`src/rtl/pla_m1_inverse_search.sv`:
```
// Sequential inverse lookup for an external combinational PLA.
// Sweeps candidates 0 .. 2**NI-1 through probe_x/probe_z and reports the input
// vectors whose output matches target under mask, in ascending order.
// Ports:
//   clk, rst_n                 clock, asynchronous active-low reset
//   req_valid/req_ready        request handshake (req_ready = IDLE)
//   req_target, req_mask       required output word, 1 = compared bit
//   req_all                    0 = first match only, 1 = every match
//   probe_x / probe_z          candidate out to PLA, PLA response back
//   rsp_valid/rsp_ready        response handshake
//   rsp_x, rsp_hit, rsp_last   matching vector, hit flag, final response flag
//   busy                       request in flight
module pla_m1_inverse_search #(
  parameter int unsigned NI = 6,
  parameter int unsigned NO = 12
) (
  input  logic          clk,
  input  logic          rst_n,
  input  logic          req_valid,
  output logic          req_ready,
  input  logic [NO-1:0] req_target,
  input  logic [NO-1:0] req_mask,
  input  logic          req_all,
  output logic [NI-1:0] probe_x,
  input  logic [NO-1:0] probe_z,
  output logic          rsp_valid,
  input  logic          rsp_ready,
  output logic [NI-1:0] rsp_x,
  output logic          rsp_hit,
  output logic          rsp_last,
  output logic          busy
);

  localparam logic [NI-1:0] CAND_MAX = {NI{1'b1}};

  typedef enum logic [1:0] {
    ST_IDLE = 2'd0,
    ST_SCAN = 2'd1,
    ST_EMIT = 2'd2
  } state_t;

  state_t        r_state;
  logic [NI-1:0] r_cand;
  logic [NO-1:0] r_target;
  logic [NO-1:0] r_mask;
  logic          r_all;
  logic [NI-1:0] r_rsp_x;
  logic          r_rsp_hit;
  logic          r_rsp_last;
  logic          r_rsp_valid;
  logic          r_busy;

  state_t        w_state_nxt;
  logic [NI-1:0] w_cand_nxt;
  logic [NO-1:0] w_target_nxt;
  logic [NO-1:0] w_mask_nxt;
  logic          w_all_nxt;
  logic [NI-1:0] w_rsp_x_nxt;
  logic          w_rsp_hit_nxt;
  logic          w_rsp_last_nxt;
  logic          w_match;
  logic          w_cand_is_max;

  // PLA response is combinational on probe_x, so the compare happens in the probe cycle
  assign w_match       = (((probe_z ^ r_target) & r_mask) == '0);
  assign w_cand_is_max = (r_cand == CAND_MAX);

  // State and datapath registers
  always_ff @(posedge clk or negedge rst_n) begin
    if (!rst_n) begin
      r_state     <= ST_IDLE;
      r_cand      <= '0;
      r_target    <= '0;
      r_mask      <= '0;
      r_all       <= 1'b0;
      r_rsp_x     <= '0;
      r_rsp_hit   <= 1'b0;
      r_rsp_last  <= 1'b0;
      r_rsp_valid <= 1'b0;
      r_busy      <= 1'b0;
    end else begin
      r_state     <= w_state_nxt;
      r_cand      <= w_cand_nxt;
      r_target    <= w_target_nxt;
      r_mask      <= w_mask_nxt;
      r_all       <= w_all_nxt;
      r_rsp_x     <= w_rsp_x_nxt;
      r_rsp_hit   <= w_rsp_hit_nxt;
      r_rsp_last  <= w_rsp_last_nxt;
      r_rsp_valid <= (w_state_nxt == ST_EMIT);
      r_busy      <= (w_state_nxt != ST_IDLE);
    end
  end

  // Next-state and datapath update
  always_comb begin
    w_state_nxt    = r_state;
    w_cand_nxt     = r_cand;
    w_target_nxt   = r_target;
    w_mask_nxt     = r_mask;
    w_all_nxt      = r_all;
    w_rsp_x_nxt    = r_rsp_x;
    w_rsp_hit_nxt  = r_rsp_hit;
    w_rsp_last_nxt = r_rsp_last;
    unique case (r_state)
      ST_IDLE: begin
        if (req_valid) begin
          w_target_nxt = req_target;
          w_mask_nxt   = req_mask;
          w_all_nxt    = req_all;
          w_cand_nxt   = '0;
          w_state_nxt  = ST_SCAN;
        end
      end
      ST_SCAN: begin
        if (w_match) begin
          w_rsp_x_nxt    = r_cand;
          w_rsp_hit_nxt  = 1'b1;
          w_rsp_last_nxt = !r_all || w_cand_is_max;
          w_state_nxt    = ST_EMIT;
        end else if (!w_cand_is_max) begin
          w_cand_nxt = r_cand + NI'(1);
        end else begin
          // sweep exhausted: terminator response
          w_rsp_x_nxt    = '0;
          w_rsp_hit_nxt  = 1'b0;
          w_rsp_last_nxt = 1'b1;
          w_state_nxt    = ST_EMIT;
        end
      end
      ST_EMIT: begin
        if (rsp_ready) begin
          if (r_rsp_last) begin
            w_state_nxt = ST_IDLE;
          end else begin
            // not last implies all-mode below CAND_MAX, so no wrap
            w_cand_nxt  = r_cand + NI'(1);
            w_state_nxt = ST_SCAN;
          end
        end
      end
      default: w_state_nxt = ST_IDLE;
    endcase
  end

  assign req_ready = (r_state == ST_IDLE);
  assign probe_x   = r_cand;
  assign rsp_valid = r_rsp_valid;
  assign rsp_x     = r_rsp_x;
  assign rsp_hit   = r_rsp_hit;
  assign rsp_last  = r_rsp_last;
  assign busy      = r_busy;

endmodule

```
`config.mk`:
```
export PLATFORM = sky130hd
export DESIGN_NAME = pla_m1_inverse_search
export DESIGN_NICKNAME = d
export VERILOG_FILES = /design/src/rtl/pla_m1_inverse_search.sv
export SDC_FILE = /design/constraint.sdc
export NUM_CORES = 1
export LEC_CHECK = 0
export ABC_CLOCK_PERIOD_IN_PS = 2200
export CAP_MARGIN = 20
export CORE_MARGIN = 2
export CORE_UTILIZATION = 49
export CTS_BUF_LIST = sky130_fd_sc_hd__clkbuf_4
export DETAILED_ROUTE_END_ITERATION = 7
export PLACE_DENSITY = 0.82
export SYNTH_ARGS = -nofsm -noshare
export SYNTH_HDL_FRONTEND = slang
export SYNTH_SLANG_ARGS = --single-unit
```
`constraint.sdc`:
```
create_clock -name clk -period 2.2 [get_ports clk]
set_clock_uncertainty 0.05 [all_clocks]
set_input_delay 0.33 -clock clk [delete_from_list [all_inputs] [get_ports clk]]
set_output_delay 0.33 -clock clk [all_outputs]
set_load 0.02 [all_outputs]
```
Word-level counts from Yosys, hierarchy flattened --
Cells that the tools add are included.
Cells by class: add/sub/neg operators 1, eq/ne operators 9, muxes and demuxes 18, bitwise logic cells 2, reduce and logical (&&, ||, !) cells 10
Operators by type and width (number):
- 6-bit two-way mux | 7
- 6-bit case mux with 3 select lines | 1
- 12-bit bitwise AND | 1
- 12-bit zero test | 1
- 12-bit XOR | 1
- 2-bit inequality test (second input constant) | 5
- 2-bit two-way mux | 4
- 6-bit by 1-bit adder with 6-bit output (second input constant) | 1
- 6-bit equality test (second input constant) | 1
- 2-bit case mux with 3 select lines | 1
- 6-bit AND reduction | 1
- 1-bit two-way mux | 5
- 2-bit equality test (second input constant) | 2
- 2-bit AND reduction | 2
- 2-bit nonzero test | 2
- 3-bit nonzero test | 1
- 2-bit by 1-bit equality test with 1-bit output (second input constant) | 1
- 2-bit zero test | 1
- 1-bit zero test | 1
- 1-bit logical OR | 1
Word-level totals: bits in registers 43, input bits 41, output and inout bits 17, word-level logic and storage cells 50

Depth between registers and ports, before layout --
depth after elaboration 6, mapped depth 7, gate-level depth less buffers 7

Least setup slack after synthesis --
No wires, ideal clock.
path type flip-flop to flip-flop, start register r_state[0], end register r_cand[5], in the netlist probe_x[5], library setup time 0.092 ns, arrival time 1.964 ns, required time 2.058 ns, path slack 0.094 ns, cell stages (with the launch flop) 7, buffers on the path 0, period minus slack after synthesis 2.106 ns, cells stage by stage dfrtp_1 -> inv_1 -> ha_1 -> nor2b_1 -> a211o_1 -> or4b_4 -> o31ai_2
Between the ends: longest elaborated chain between the ends 3, elaborated cells on any way between the ends 11, those cells by class eq/ne (7); mux (1); reduce/logical (3)
RTL lines:
- from (decl) | RTL line 42 | state_t r_state;
- from (signal assigned) | RTL line 82 | r_state <= w_state_nxt;
- 2-bit zero test *
- named net req_ready | RTL line 20 | output logic req_ready,
- 2-bit inequality test (no line) or 3-bit nonzero test (tied branches)
- 6-bit AND reduction (no line)
- to (signal assigned) | RTL line 83 | r_cand <= w_cand_nxt;
- to (decl) | RTL line 43 | logic [NI-1:0] r_cand;
The timed path passes the listed nets; every way through them passes the cells marked *. A chain may end at the register's enable or synchronous reset.

Final worst setup path --
start register r_state[0], end register r_cand[5], in the netlist probe_x[5]
Between the ends: longest elaborated chain between the ends 3, elaborated cells on any way between the ends 11, those cells by class eq/ne (7); mux (1); reduce/logical (3)
RTL lines:
- 2-bit by 1-bit equality test with 1-bit output, or another cell as far along | RTL line 105 | unique case (r_state)
- 2-bit inequality test (no line) or 3-bit nonzero test (tied branches)
- 6-bit AND reduction (no line)
Parallel ways exist; a longest one is shown, timed or not.

==> results_dict.tcl <==
set metrics [dict create \
    maxSlewHeadroom 0.704 \
    crit_slowest_cell "or4b_4" \
    synth_area_leaders "dfrtp_1 (54%), mux2_2 (14%), xor2_1 (5.3%)" \
    path_depth 6 \
    num_vias 1509 \
    setup_slack_ns 0.0701 \
    fin_nets 273 \
    finalCritPeriodShare 0.968 \
    cts_tree "done" \
    drt_wl_total_um 4250 \
    syn-mean-instance-area_sq_um 12.8 \
    yosysTopAreaCell "dfrtp_1" \
    yosys_warnings 0 \
    core_sq_um 3940 \
    crit_path_start_kind "register" \
    diodes 0 \
    area_growth_syn_to_layout_pct 38.7 \
    path_delay_family "simple AND/OR/NAND/NOR gates" \
    crit_path_cell_trace "inv_1, ha_1, nor2b_1, a211o_1, or4b_4, o31ai_2" \
    setup_viol 0 \
    dr.pass1.iters 4 \
    hold_viol_final 0 \
    final_core_util 0.698 \
    drive_gt1_frac 0.232 \
    clock_sink_count 43 \
    die_height_um 67.6 \
    cp.buffers_inverters 1 \
    yosysMostFrequentCell "dfrtp_1" \
    grt.total_usage 0.208 \
    regToRegStartpoint "r_state[0]" \
    clk_pin_slew_ns 0.13 \
    syn_area_sq_um 1980 \
    numCtsBuffers 5 \
    r2r-end "probe_x[5]" \
    remaining_drc_errors 0 \
    hold_path_class "primary input to async pin" \
    syn_inst 155 \
    required_ns 2.41 \
    arrival_ns 2.34 \
    clockBufferDepth 2 \
    layout_min_cycle_time_ns 2.13 \
    synthDistinctLibCells 37 \
    netlist_top_cells_count "dfrtp_1 (43), mux2_2 (25), xor2_1 (12)" \
    wl_per_cell_um 15.3 \
    startpoint "r_state[0]" \
    cp_slowest_stage_delay_ns 0.53 \
    post_cts_buffers 0 \
    max_freq_ghz 0.470 \
    synth_flop_cell "dfrtp_1" \
    syn-num-nets 201 \
    first_iter_violations 82 \
    grt_max_degree 26 \
    cts-root-buf "clkbuf_4" \
    ios 58 \
    rows 23 \
    antenna_found_initial 0 \
    h-tree-depth 2 \
    crit_end "probe_x[5]" \
    ff2ff_setup_slack_ns 0.07 \
    synth_seq_area_share 0.542 \
    final_area_sq_um 2750 \
    n_fill_cell 280 \
    cap_violations 0 \
    outcome "finished, final reports clean" \
    crit_type "register to register" \
    async_reset_ff_frac 1.00 \
    slew_violations 0 \
    rr_worst_depth 6 \
    placed_cell_area_sq_um 2670 \
    dp_worst_setup_slack_ns -0.0962 \
    synth-edff-count 0 \
    dieArea_sq_um 4580 \
    worstSetupEndpointType "register" \
    first_global_vias 1571 \
    whs_ns 0.322 \
    place_hpwl_um 3260 \
    power.leakage_nw 1.21 \
    portBuffers 57 \
    ir_drop_mv 0.714 \
    drtAntennaViolNets 0 \
    grt.overflow.total 0 \
    synth.ff_latch_count 43 \
    grt_pass1_wl_um 6970 \
    tightest_slew_ns 0.438 \
    synth_top_area_frac 0.542 \
    power_density_nw_per_um2 1200 \
    die_w_um 67.6 \
    crit_fanout 5 \
    gp_congestion 0.781 \
    clock_latency_ns 0.35 \
    start_util 0.503 \
    via_per_inst 5.43 \
]
sequential cells by signal, summed over array words and instances (netlist names):
register   cells
probe_x        6
rsp_last       1
rsp_valid      1
r_target      12
busy           1
r_state        2
r_all          1
r_mask        12
rsp_x          6
rsp_hit        1
worst min-delay path by stage:
stage | startpoint | endpoint | slack [ns] | cells past startpoint
2_1_floorplan | rst_n | busy | -0.02 | 0
3_3_place_gp | rst_n | r_target[3] | 0.17 | 1
3_5_place_dp | rst_n | r_target[3] | 0.18 | 1
4_1_cts | rst_n | r_target[3] | 0.32 | 2
5_1_grt | rst_n | r_target[3] | 0.32 | 2
6_report | rst_n | rsp_hit | 0.32 | 2
placed cells by master (no fill, tap or decap), types with 2 or more instances in the layout:
master           Yosys  final
a21oi_1              3      3
a22o_1               6      6
a22oi_1              6      6
and2_1               2      2
buf_4                1     10
clkbuf_4             0      6
clkdlybuf4s50_1      0     55
dfrtp_1             43     42
ha_1                 5      5
inv_1                7      7
mux2_2              25     25
mux2i_1              2      2
nand2_1              6      6
nand2b_1             2      2
nand3_1              2      2
nor2_1               4      3
nor2b_1              2      2
nor3_1               2      2
o21ai_0              2      2
o22ai_1              2      2
o31ai_2              1      2
o41ai_1              3      3
xor2_1              12     12
cells by family (layout without fill, tap and decap cells):
logic type	count (synthesis)	in the layout	share of synthesized area
DFF	43	43	0.542
muxes	27	27	0.152
AOI/OAI and AO/OA	29	29	0.115
xor gates and xnor gates	12	12	0.0530
adders and majority gates	5	5	0.0315
buffers and inverters	11	84	0.0227
and+or+nand+nor	28	28	0.0832
area by class of cell:
type,instances,area [sq um],share of cell area
Inverter,8,30.0,0.0109
Clock inverter,2,12.5,0.00455
Tap cell,50,62.6,0.0227
Sequential cell,43,1080,0.392
Clock buffer,6,45.0,0.0164
Timing Repair Buffer,68,653,0.237
Multi-Input combinational cell,101,871,0.317
stage by stage:
step	instances	TNS, ns	total power [mW]
2_1_floorplan	155	0	2.36
3_3_place_gp	269	-0.524	2.87
3_5_place_dp	269	-0.966	2.94
4_1_cts	278	0	3.33
5_1_grt	278	-0.0245	3.54
6_report	278	0	3.31
routing by layer:
| layer | up-vias | routed length (um) | GRT usage |
|---|---|---|---|
| met3 | 11 | 151 | 0.0567 |
| met1 | 763 | 1860 | 0.252 |
| met4 | 0 | 87 | 0.0867 |
| met5 | - | 0 | 0 |
| li1 | 703 | - | - |
| met2 | 32 | 2150 | 0.347 |
power by group:
group	leakage [nW]	internal (mW)	switching, mW
Clock	0.0317	0.136	0.254
Sequential	0.526	1.12	0.218
Combinational	0.654	0.853	0.731
what timing repair did:
item / 4_1_cts / 5_1_grt
resized for setup: 0 / 4
hold buffers: 1 / 0
endpoints found under the setup margin: 0 / 10
endpoints found under the hold margin: 10 / 0
Power figures use the tool's default switching activity.
